===== src/rtl/manchester_frame_encoder_pkg.sv =====
// ---------------------------------------------------------------------------
// manchester_pkg
// Shared definitions for the framed Manchester transmitter:
//   - state_e        : encoder FSM states (IDLE, PREAMBLE, DATA, STOP)
//   - POL_THOMAS     : first half-bit = b, second = ~b
//   - POL_IEEE       : first half-bit = ~b, second = b (IEEE 802.3)
//   - STOP_HALF_BITS : length of the end-of-frame code violation
// ---------------------------------------------------------------------------
package manchester_pkg;

  typedef enum logic [1:0] {
    IDLE     = 2'd0,
    PREAMBLE = 2'd1,
    DATA     = 2'd2,
    STOP     = 2'd3
  } state_e;

  localparam int POL_THOMAS     = 0;
  localparam int POL_IEEE       = 1;
  localparam int STOP_HALF_BITS = 4;

endpackage


===== src/rtl/manchester_frame_encoder_if.sv =====
// ---------------------------------------------------------------------------
// manchester_frame_encoder_if
// Valid/ready word stream feeding the Manchester frame encoder.
//   s_data  : word to transmit (DATA_W bits)
//   s_valid : s_data/s_last valid
//   s_last  : word is the final word of the frame
//   s_ready : encoder can take a word this cycle
// Modports: master = word producer, slave = encoder.
// ---------------------------------------------------------------------------
interface manchester_frame_encoder_if #(
  parameter int DATA_W = 8
);
  logic [DATA_W-1:0] s_data;
  logic              s_valid;
  logic              s_last;
  logic              s_ready;

  modport master (
    output s_data,
    output s_valid,
    output s_last,
    input  s_ready
  );

  modport slave (
    input  s_data,
    input  s_valid,
    input  s_last,
    output s_ready
  );
endinterface


===== src/rtl/manchester_frame_encoder_tick_gen.sv =====
// ---------------------------------------------------------------------------
// manchester_tick_gen
// Half-bit timebase: counts 0..HALF_BIT_DIV-1 and wraps; o_half_tick is high
// in the last cycle of each half-bit (the wrap cycle).
//   clk         : system clock
//   rst         : asynchronous active-high reset
//   i_clr       : synchronous clear, holds the count at 0
//   o_half_tick : high on the final clk of a half-bit
// ---------------------------------------------------------------------------
module manchester_tick_gen #(
  parameter int HALF_BIT_DIV = 4
) (
  input  logic clk,
  input  logic rst,
  input  logic i_clr,
  output logic o_half_tick
);
  localparam int CNT_W = (HALF_BIT_DIV > 1) ? $clog2(HALF_BIT_DIV) : 1;
  localparam logic [CNT_W-1:0] CNT_LAST = CNT_W'(HALF_BIT_DIV - 1);

  logic [CNT_W-1:0] r_cnt;

  always_ff @(posedge clk or posedge rst) begin
    if (rst) begin
      r_cnt <= '0;
    end else if (i_clr || (r_cnt == CNT_LAST)) begin
      r_cnt <= '0;
    end else begin
      r_cnt <= r_cnt + CNT_W'(1);
    end
  end

  assign o_half_tick = (r_cnt == CNT_LAST);
endmodule


===== src/rtl/manchester_frame_encoder.sv =====
// ---------------------------------------------------------------------------
// manchester_frame_encoder
// Framed Manchester transmitter: preamble (1,0,1,...), MSB-first data words,
// then STOP_HALF_BITS low half-bits as an end-of-frame code violation.
// Optional build macro: MANCH_PARITY_EN adds an even-parity Manchester bit
// after bit 0 of every word.
// Ports:
//   clk, rst  : clock, asynchronous active-high reset
//   s_if      : slave word stream (s_data, s_valid, s_last, s_ready)
//   tx_out    : registered Manchester line level
//   tx_oe     : registered line driver enable, high for the whole frame
//   busy      : frame in progress
//   underrun  : one-cycle pulse when a frame is aborted for missing data
// ---------------------------------------------------------------------------
module manchester_frame_encoder
  import manchester_pkg::*;
#(
  parameter int DATA_W        = 8,
  parameter int PREAMBLE_BITS = 16,
  parameter int HALF_BIT_DIV  = 4,
  parameter int POLARITY      = 0
) (
  input  logic                        clk,
  input  logic                        rst,
  manchester_frame_encoder_if.slave   s_if,
  output logic                        tx_out,
  output logic                        tx_oe,
  output logic                        busy,
  output logic                        underrun
);
`ifdef MANCH_PARITY_EN
  localparam int PAR_BITS = 1;
`else
  localparam int PAR_BITS = 0;
`endif
  localparam int NBITS  = DATA_W + PAR_BITS;
  localparam int IDX_W  = $clog2(DATA_W + 1);
  localparam int PRE_W  = $clog2(PREAMBLE_BITS + 1);
  localparam int STOP_W = $clog2(STOP_HALF_BITS + 1);

  localparam logic [IDX_W-1:0]  IDX_START = IDX_W'(NBITS - 1);
  localparam logic [PRE_W-1:0]  PRE_LAST  = PRE_W'(PREAMBLE_BITS - 1);
  localparam logic [STOP_W-1:0] STOP_LAST = STOP_W'(STOP_HALF_BITS - 1);
  localparam logic              POL_INV   = (POLARITY == POL_IEEE);

  localparam logic [1:0] S_IDLE     = IDLE;
  localparam logic [1:0] S_PREAMBLE = PREAMBLE;
  localparam logic [1:0] S_DATA     = DATA;
  localparam logic [1:0] S_STOP     = STOP;

  logic [1:0]        r_state;
  logic [DATA_W-1:0] r_shift;
  logic              r_last;
  logic              r_half;
  logic [IDX_W-1:0]  r_bit_idx;
  logic [PRE_W-1:0]  r_pre_cnt;
  logic [STOP_W-1:0] r_stop_cnt;
  logic              r_tx_out;
  logic              r_tx_oe;
  logic              r_underrun;
`ifdef MANCH_PARITY_EN
  logic              r_parity;
`endif

  logic w_half_tick;
  logic w_bit_done;
  logic w_word_end;
  logic w_ready;
  logic w_bit;
  logic w_level;

  manchester_tick_gen #(
    .HALF_BIT_DIV (HALF_BIT_DIV)
  ) u_tick (
    .clk         (clk),
    .rst         (rst),
    .i_clr       (r_state == S_IDLE),
    .o_half_tick (w_half_tick)
  );

  // A Manchester bit ends on the tick that closes its second half.
  assign w_bit_done = w_half_tick && r_half;
  assign w_word_end = (r_state == S_DATA) && w_bit_done && (r_bit_idx == '0);
  // Ready in IDLE, or for the single end-of-word cycle of a non-final word.
  assign w_ready    = (r_state == S_IDLE) || (w_word_end && !r_last);

  always_comb begin
    w_bit = 1'b0;
    case (r_state)
      S_PREAMBLE: w_bit = ~r_pre_cnt[0];
      S_DATA: begin
        w_bit = r_shift[DATA_W-1];
`ifdef MANCH_PARITY_EN
        // Index 0 is the parity slot once all data bits have been sent.
        if (r_bit_idx == '0) w_bit = r_parity;
`endif
      end
      default: w_bit = 1'b0;
    endcase
  end

  // Second half carries the complement; POL_IEEE swaps the halves.
  assign w_level = ((r_state == S_PREAMBLE) || (r_state == S_DATA))
                 ? (w_bit ^ r_half ^ POL_INV) : 1'b0;

  always_ff @(posedge clk or posedge rst) begin
    if (rst) begin
      r_state    <= S_IDLE;
      r_shift    <= '0;
      r_last     <= 1'b0;
      r_half     <= 1'b0;
      r_bit_idx  <= '0;
      r_pre_cnt  <= '0;
      r_stop_cnt <= '0;
      r_tx_out   <= 1'b0;
      r_tx_oe    <= 1'b0;
      r_underrun <= 1'b0;
`ifdef MANCH_PARITY_EN
      r_parity   <= 1'b0;
`endif
    end else begin
      r_tx_out   <= w_level;
      r_tx_oe    <= (r_state != S_IDLE);
      r_underrun <= 1'b0;

      if (r_state == S_IDLE) begin
        r_half <= 1'b0;
      end else if (w_half_tick) begin
        r_half <= ~r_half;
      end

      case (r_state)
        S_IDLE: begin
          if (s_if.s_valid) begin
            r_shift   <= s_if.s_data;
            r_last    <= s_if.s_last;
`ifdef MANCH_PARITY_EN
            r_parity  <= ^s_if.s_data;
`endif
            r_pre_cnt <= '0;
            r_state   <= S_PREAMBLE;
          end
        end

        S_PREAMBLE: begin
          if (w_bit_done) begin
            if (r_pre_cnt == PRE_LAST) begin
              r_bit_idx <= IDX_START;
              r_state   <= S_DATA;
            end else begin
              r_pre_cnt <= r_pre_cnt + PRE_W'(1);
            end
          end
        end

        S_DATA: begin
          if (w_bit_done) begin
            r_shift <= r_shift << 1;
            if (r_bit_idx != '0) begin
              r_bit_idx <= r_bit_idx - IDX_W'(1);
            end else if (r_last) begin
              r_stop_cnt <= '0;
              r_state    <= S_STOP;
            end else if (s_if.s_valid) begin
              // Reload overrides the shift above: next word starts with no gap.
              r_shift   <= s_if.s_data;
              r_last    <= s_if.s_last;
`ifdef MANCH_PARITY_EN
              r_parity  <= ^s_if.s_data;
`endif
              r_bit_idx <= IDX_START;
            end else begin
              r_underrun <= 1'b1;
              r_stop_cnt <= '0;
              r_state    <= S_STOP;
            end
          end
        end

        S_STOP: begin
          if (w_half_tick) begin
            if (r_stop_cnt == STOP_LAST) begin
              r_state <= S_IDLE;
            end else begin
              r_stop_cnt <= r_stop_cnt + STOP_W'(1);
            end
          end
        end

        default: r_state <= S_IDLE;
      endcase
    end
  end

  assign s_if.s_ready = w_ready;
  assign tx_out       = r_tx_out;
  assign tx_oe        = r_tx_oe;
  assign busy         = (r_state != S_IDLE);
  assign underrun     = r_underrun;
endmodule

===== src/flat_wrapper.sv =====
// flat-port wrapper written by rule: the top's interface ports become plain ports
module manchester_frame_encoder_flat import manchester_pkg::*;
#(
  parameter int DATA_W        = 8,
  parameter int PREAMBLE_BITS = 16,
  parameter int HALF_BIT_DIV  = 4,
  parameter int POLARITY      = 0
)
  (clk, rst, tx_out, tx_oe, busy, underrun, s_if_s_data, s_if_s_valid, s_if_s_last, s_if_s_ready);
  manchester_frame_encoder_if #(.DATA_W(DATA_W)) s_if_i ();
  input  logic clk;
  input  logic rst;
  output logic tx_out;
  output logic tx_oe;
  output logic busy;
  output logic underrun;
  input wire logic [$bits(s_if_i.s_data)-1:0] s_if_s_data;
  input wire logic [$bits(s_if_i.s_valid)-1:0] s_if_s_valid;
  input wire logic [$bits(s_if_i.s_last)-1:0] s_if_s_last;
  output wire logic [$bits(s_if_i.s_ready)-1:0] s_if_s_ready;
  assign s_if_i.s_data = s_if_s_data;
  assign s_if_i.s_valid = s_if_s_valid;
  assign s_if_i.s_last = s_if_s_last;
  assign s_if_s_ready = s_if_i.s_ready;
  manchester_frame_encoder #(.DATA_W(DATA_W), .PREAMBLE_BITS(PREAMBLE_BITS), .HALF_BIT_DIV(HALF_BIT_DIV), .POLARITY(POLARITY)) u_core (.clk(clk), .rst(rst), .s_if(s_if_i), .tx_out(tx_out), .tx_oe(tx_oe), .busy(busy), .underrun(underrun));
endmodule

===== config.mk =====
export PLATFORM = sky130hd
export DESIGN_NAME = manchester_frame_encoder_flat
export DESIGN_NICKNAME = d
export VERILOG_FILES = /design/src/rtl/manchester_frame_encoder_pkg.sv /design/src/rtl/manchester_frame_encoder_if.sv /design/src/rtl/manchester_frame_encoder_tick_gen.sv /design/src/rtl/manchester_frame_encoder.sv /design/src/flat_wrapper.sv
export SDC_FILE = /design/constraint.sdc
export NUM_CORES = 1
export LEC_CHECK = 0
export ABC_AREA = 0
export CELL_PAD_IN_SITES_DETAIL_PLACEMENT = 0
export CELL_PAD_IN_SITES_GLOBAL_PLACEMENT = 1
export CORE_MARGIN = 3
export CORE_UTILIZATION = 30
export CTS_CLUSTER_DIAMETER = 120
export CTS_CLUSTER_SIZE = 10
export DETAILED_ROUTE_END_ITERATION = 8
export PLACE_DENSITY_LB_ADDON = 0.1
export REMOVE_ABC_BUFFERS = 1
export SYNTH_ARGS = -nofsm -noshare
export SYNTH_HDL_FRONTEND = slang
export SYNTH_HIERARCHICAL = 1
export SYNTH_SLANG_ARGS = --single-unit

===== constraint.sdc =====
create_clock -name clk -period 3.6 [get_ports clk]
set_clock_uncertainty 0.05 [all_clocks]
set_input_delay 0.72 -clock clk [delete_from_list [all_inputs] [get_ports clk]]
set_output_delay 0.72 -clock clk [all_outputs]
set_load 0.01 [all_outputs]

==> impl_metrics.ini <==
[floorplan]
design.die.area_um2 = 6510
io_pins = 17
floorplan.initialDensity_pct = 31.9
die-width_um = 80.7
die_h_um = 80.7
floorplan.core_area_um2 = 5240
placement_rows = 26

[setup_path]
setup.worst_path.start_class = flop
regToRegStartpoint = u_core/r_pre_cnt[0]$_DFFE_PP0P_
worstReg2RegEnd = u_core/r_pre_cnt[3]$_DFFE_PP0P_
crit_path_end_kind = primary output
cp_data_arrival_time_ns = 2.28
crit_path_top_delay_cell = sky130_fd_sc_hd__clkdlybuf4s50_1
crit_path_max_incr_delay_ns = 0.57
worstSetupStartpoint = u_core/r_bit_idx[0]$_DFFE_PP0P_
path_cells = inv_1 > ha_1 > or3b_1 > o31ai_1 > clkdlybuf4s50_1
reg2reg_setup_slack_ns = 1.36
worst-endpoint-required_ns = 2.83
timing.reg2reg.worst_path_depth = 7
setup.worst_path.end = s_if_s_ready
setup.worst_path.class = flop to primary output
largest_driver_fanout_on_the_critical_path = 6

[layout]
final_net_count = 212
fillers = 533
drive_above_1_share_pct = 8.38
areaGrowthSynthToFinish_pct = 17.8
design_area_um2 = 1970
antenna-diode-count = 0

[pwr]
leakagePower_nw = 0.852
power_per_cell_area_nw_per_um2 = 312
vdd_ir_drop_max_mv = 0.166

[outcome]
status = completed

[detailed_routing]
vias = 1257
routed_wire_length_per_instance_um = 13.1
post-route-drc-count = 0
postRouteWirelength_mm = 3.42
drt_pass1_iterations = 4
drt.antenna.violating_nets = 0
detailedRoute.firstIterationViolations = 36
post_dr_vias_cell = 4.82

[synth]
netlist_top_cells_area = sky130_fd_sc_hd__dfrtp_1 (43%), sky130_fd_sc_hd__ha_1 (7.5%), sky130_fd_sc_hd__mux2i_1 (5.4%)
synthesized_netlist_cell_count = 171
yosysWarnings = 6
ys_seq_area_share_pct = 43.4
netlist.top_cell.by_area = sky130_fd_sc_hd__dfrtp_1
post_synth.cell_area_avg_um2 = 9.78
postSynthRegisterBits = 29
post_synth_instance_area_um2 = 1670
synth_top_area_share_pct = 43.4
netlist-cell-type-count = 45

[place]
dpl.hpwl_mm = 2.58
place_area_um2 = 1890
gp_routability_congestion = 0.764
io_buffers = 16

[min_path]
timing.hold.worst.class = flop to flop

[global_route]
first_pass_grt_wire_length_mm = 5.84
overall_routing_resource_usage_pct = 11.7
grt_start_max_net_pins = 28
grt_pass1_vias = 1268
overflow = 0
antenna_violations_before_repair = 0

[clocking]
clkTransAtPathRegs_ns = 0.06
clk_buf_depth = 2
cts-hold-fix-buffers = 0
post-cts-setup-buffers = 0
clock_latency_ns = 0.27
cts_resized = 0
number_of_buffers_added_by_the_clock_tree_synthesis_step = 5
htree_num_levels = 2
numClockSinks = 29
clock-root-buffer = sky130_fd_sc_hd__clkbuf_8
cts_tree = yes

[sta]
period_minus_slack_ns = 3.05
rsz_0062_raised_after_global_routing = no
achievable-frequency_mhz = 327
finalHoldWorstSlack_ns = 0.415
worst_slew_pin_slew_ns = 0.494
hold_viol_final = 0
final_max_slew_viol_count = 0
timing.final.crit_share_pct = 84.9
setup_total_negative_slack_ns = 0
maxSlewHeadroom_pct = 67.1
finalSetupViolCount = 0

[run]
max_cap_viol_count = 0
==> Yosys cell counts, drive strengths merged <==
library cell and n:
mux2i 9, buf 4, o2111ai 1, o22ai 1, and4 1, nor4 2
and3 2, ha 10, a22o 1, a221oi 1, and2 2, nor3b 3
or3b 1, nor2 12, o41a 1, a32o 1, dfrtp 29, xnor2 2
a311oi 1, nand3b 1, a21boi 1, a21oi 10, nand2b 2, o32a 1
nand3 9, or3 2, nor2b 3, and2b 2, o31ai 4, inv 14
nand2 15, a211o 3, clkbuf 3, nor3 2, a32oi 1, mux2 2
a211oi 1, o21ai 11
==> stage by stage <==
step / total power, W / setup WS (ns) / utilization (%) / std cells
6_report: 0.000616 / 0.545 / 37.6 / 261
5_1_grt: 0.000646 / 0.416 / 37.6 / 261
4_1_cts: 0.000629 / 0.514 / 37.6 / 261
3_5_place_dp: 0.000371 / 0.824 / 36.1 / 253
3_3_place_gp: 0.000370 / 0.867 / 36.1 / 253
2_1_floorplan: 0.000353 / 1.30 / - / 164
==> area by class of cell <==
class,instances,area (um^2),area share [%]
multi-input cells,121,842,42.7
flip-flops and latches,29,726,36.8
repair buffers,19,183,9.27
well taps,70,87.6,4.44
clock buffers,8,80.1,4.06
inverters,14,52.6,2.67
==> placed cells by master, fill, tap and decap left out, drive strengths merged, types with 2 or more instances in the layout <==
cell,instances
inv,14
nand2b,2
o31ai,4
nor4,2
o21ai,11
nor3b,3
clkdlybuf4s50,16
dfrtp,29
nand2,15
or3,2
a21oi,10
a211o,3
ha,10
nor3,2
nand3,9
clkbuf,8
mux2,2
nor2,12
nor2b,3
and2b,2
and3,2
buf,3
xnor2,2
and2,2
mux2i,9
==> kinds of logic after synthesis <==
family / synth area share [%]
adders and majority gates: 7.48
AOI/OAI and AO/OA: 16.4
xor gates and xnor gates: 1.05
DFF: 43.4
and+or+nand+nor: 18.7
muxes: 6.73
buffers and inverters: 6.28
==> state kept, by name, indices dropped and copies added, names as in the netlist <==
name	cells
u_core/u_tick/r_cnt	2
u_core/r_bit_idx	4
u_core/r_pre_cnt	5
u_core/r_stop_cnt	3
u_core/r_shift	8
u_core/underrun	1
u_core/tx_oe	1
u_core/r_half	1
u_core/r_last	1
u_core/r_state	2
u_core/tx_out	1
==> report_power, final <==
| group | internal (W) | total, W | switching, W |
|---|---|---|---|
| registers | 0.000331 | 0.000334 | 0.00000309 |
| logic | 0.0000160 | 0.0000300 | 0.0000141 |
| clock network | 0.000137 | 0.000251 | 0.000114 |
| total | 0.000484 | 0.000616 | 0.000132 |
==> metal layers <==
metal	track usage, %	routed length, um
met5	0	0
met4	3.55	12
met3	3.48	115
met2	19.5	1650
met1	14.4	1650
==> critical path, delay by kind of cell (launching register included) <==
kind	cells	cell delay [ns]
AO/OA/AOI/OAI	1	0.27
AND/OR/NAND/NOR	1	0.49
buffers and inverters	2	0.66
adder cells (fa/ha/maj)	1	0.19
flip-flops	1	0.39
==> how the worst min path moves through the flow <==
stage | start | depth (start not counted) | slack (ns) | endpoint
3_5_place_dp | u_core/u_tick/r_cnt[0]$_DFF_PP0_ | 1 | 0.40 | u_core/u_tick/r_cnt[0]$_DFF_PP0_
6_report | u_core/u_tick/r_cnt[0]$_DFF_PP0_ | 1 | 0.41 | u_core/u_tick/r_cnt[0]$_DFF_PP0_
5_1_grt | u_core/u_tick/r_cnt[0]$_DFF_PP0_ | 1 | 0.44 | u_core/u_tick/r_cnt[0]$_DFF_PP0_
4_1_cts | u_core/u_tick/r_cnt[0]$_DFF_PP0_ | 1 | 0.42 | u_core/u_tick/r_cnt[0]$_DFF_PP0_
2_1_floorplan | u_core/u_tick/r_cnt[0]$_DFF_PP0_ | 1 | 0.38 | u_core/u_tick/r_cnt[0]$_DFF_PP0_
3_3_place_gp | u_core/u_tick/r_cnt[0]$_DFF_PP0_ | 1 | 0.39 | u_core/u_tick/r_cnt[0]$_DFF_PP0_
No activity file was read; power rests on OpenSTA's default activity.
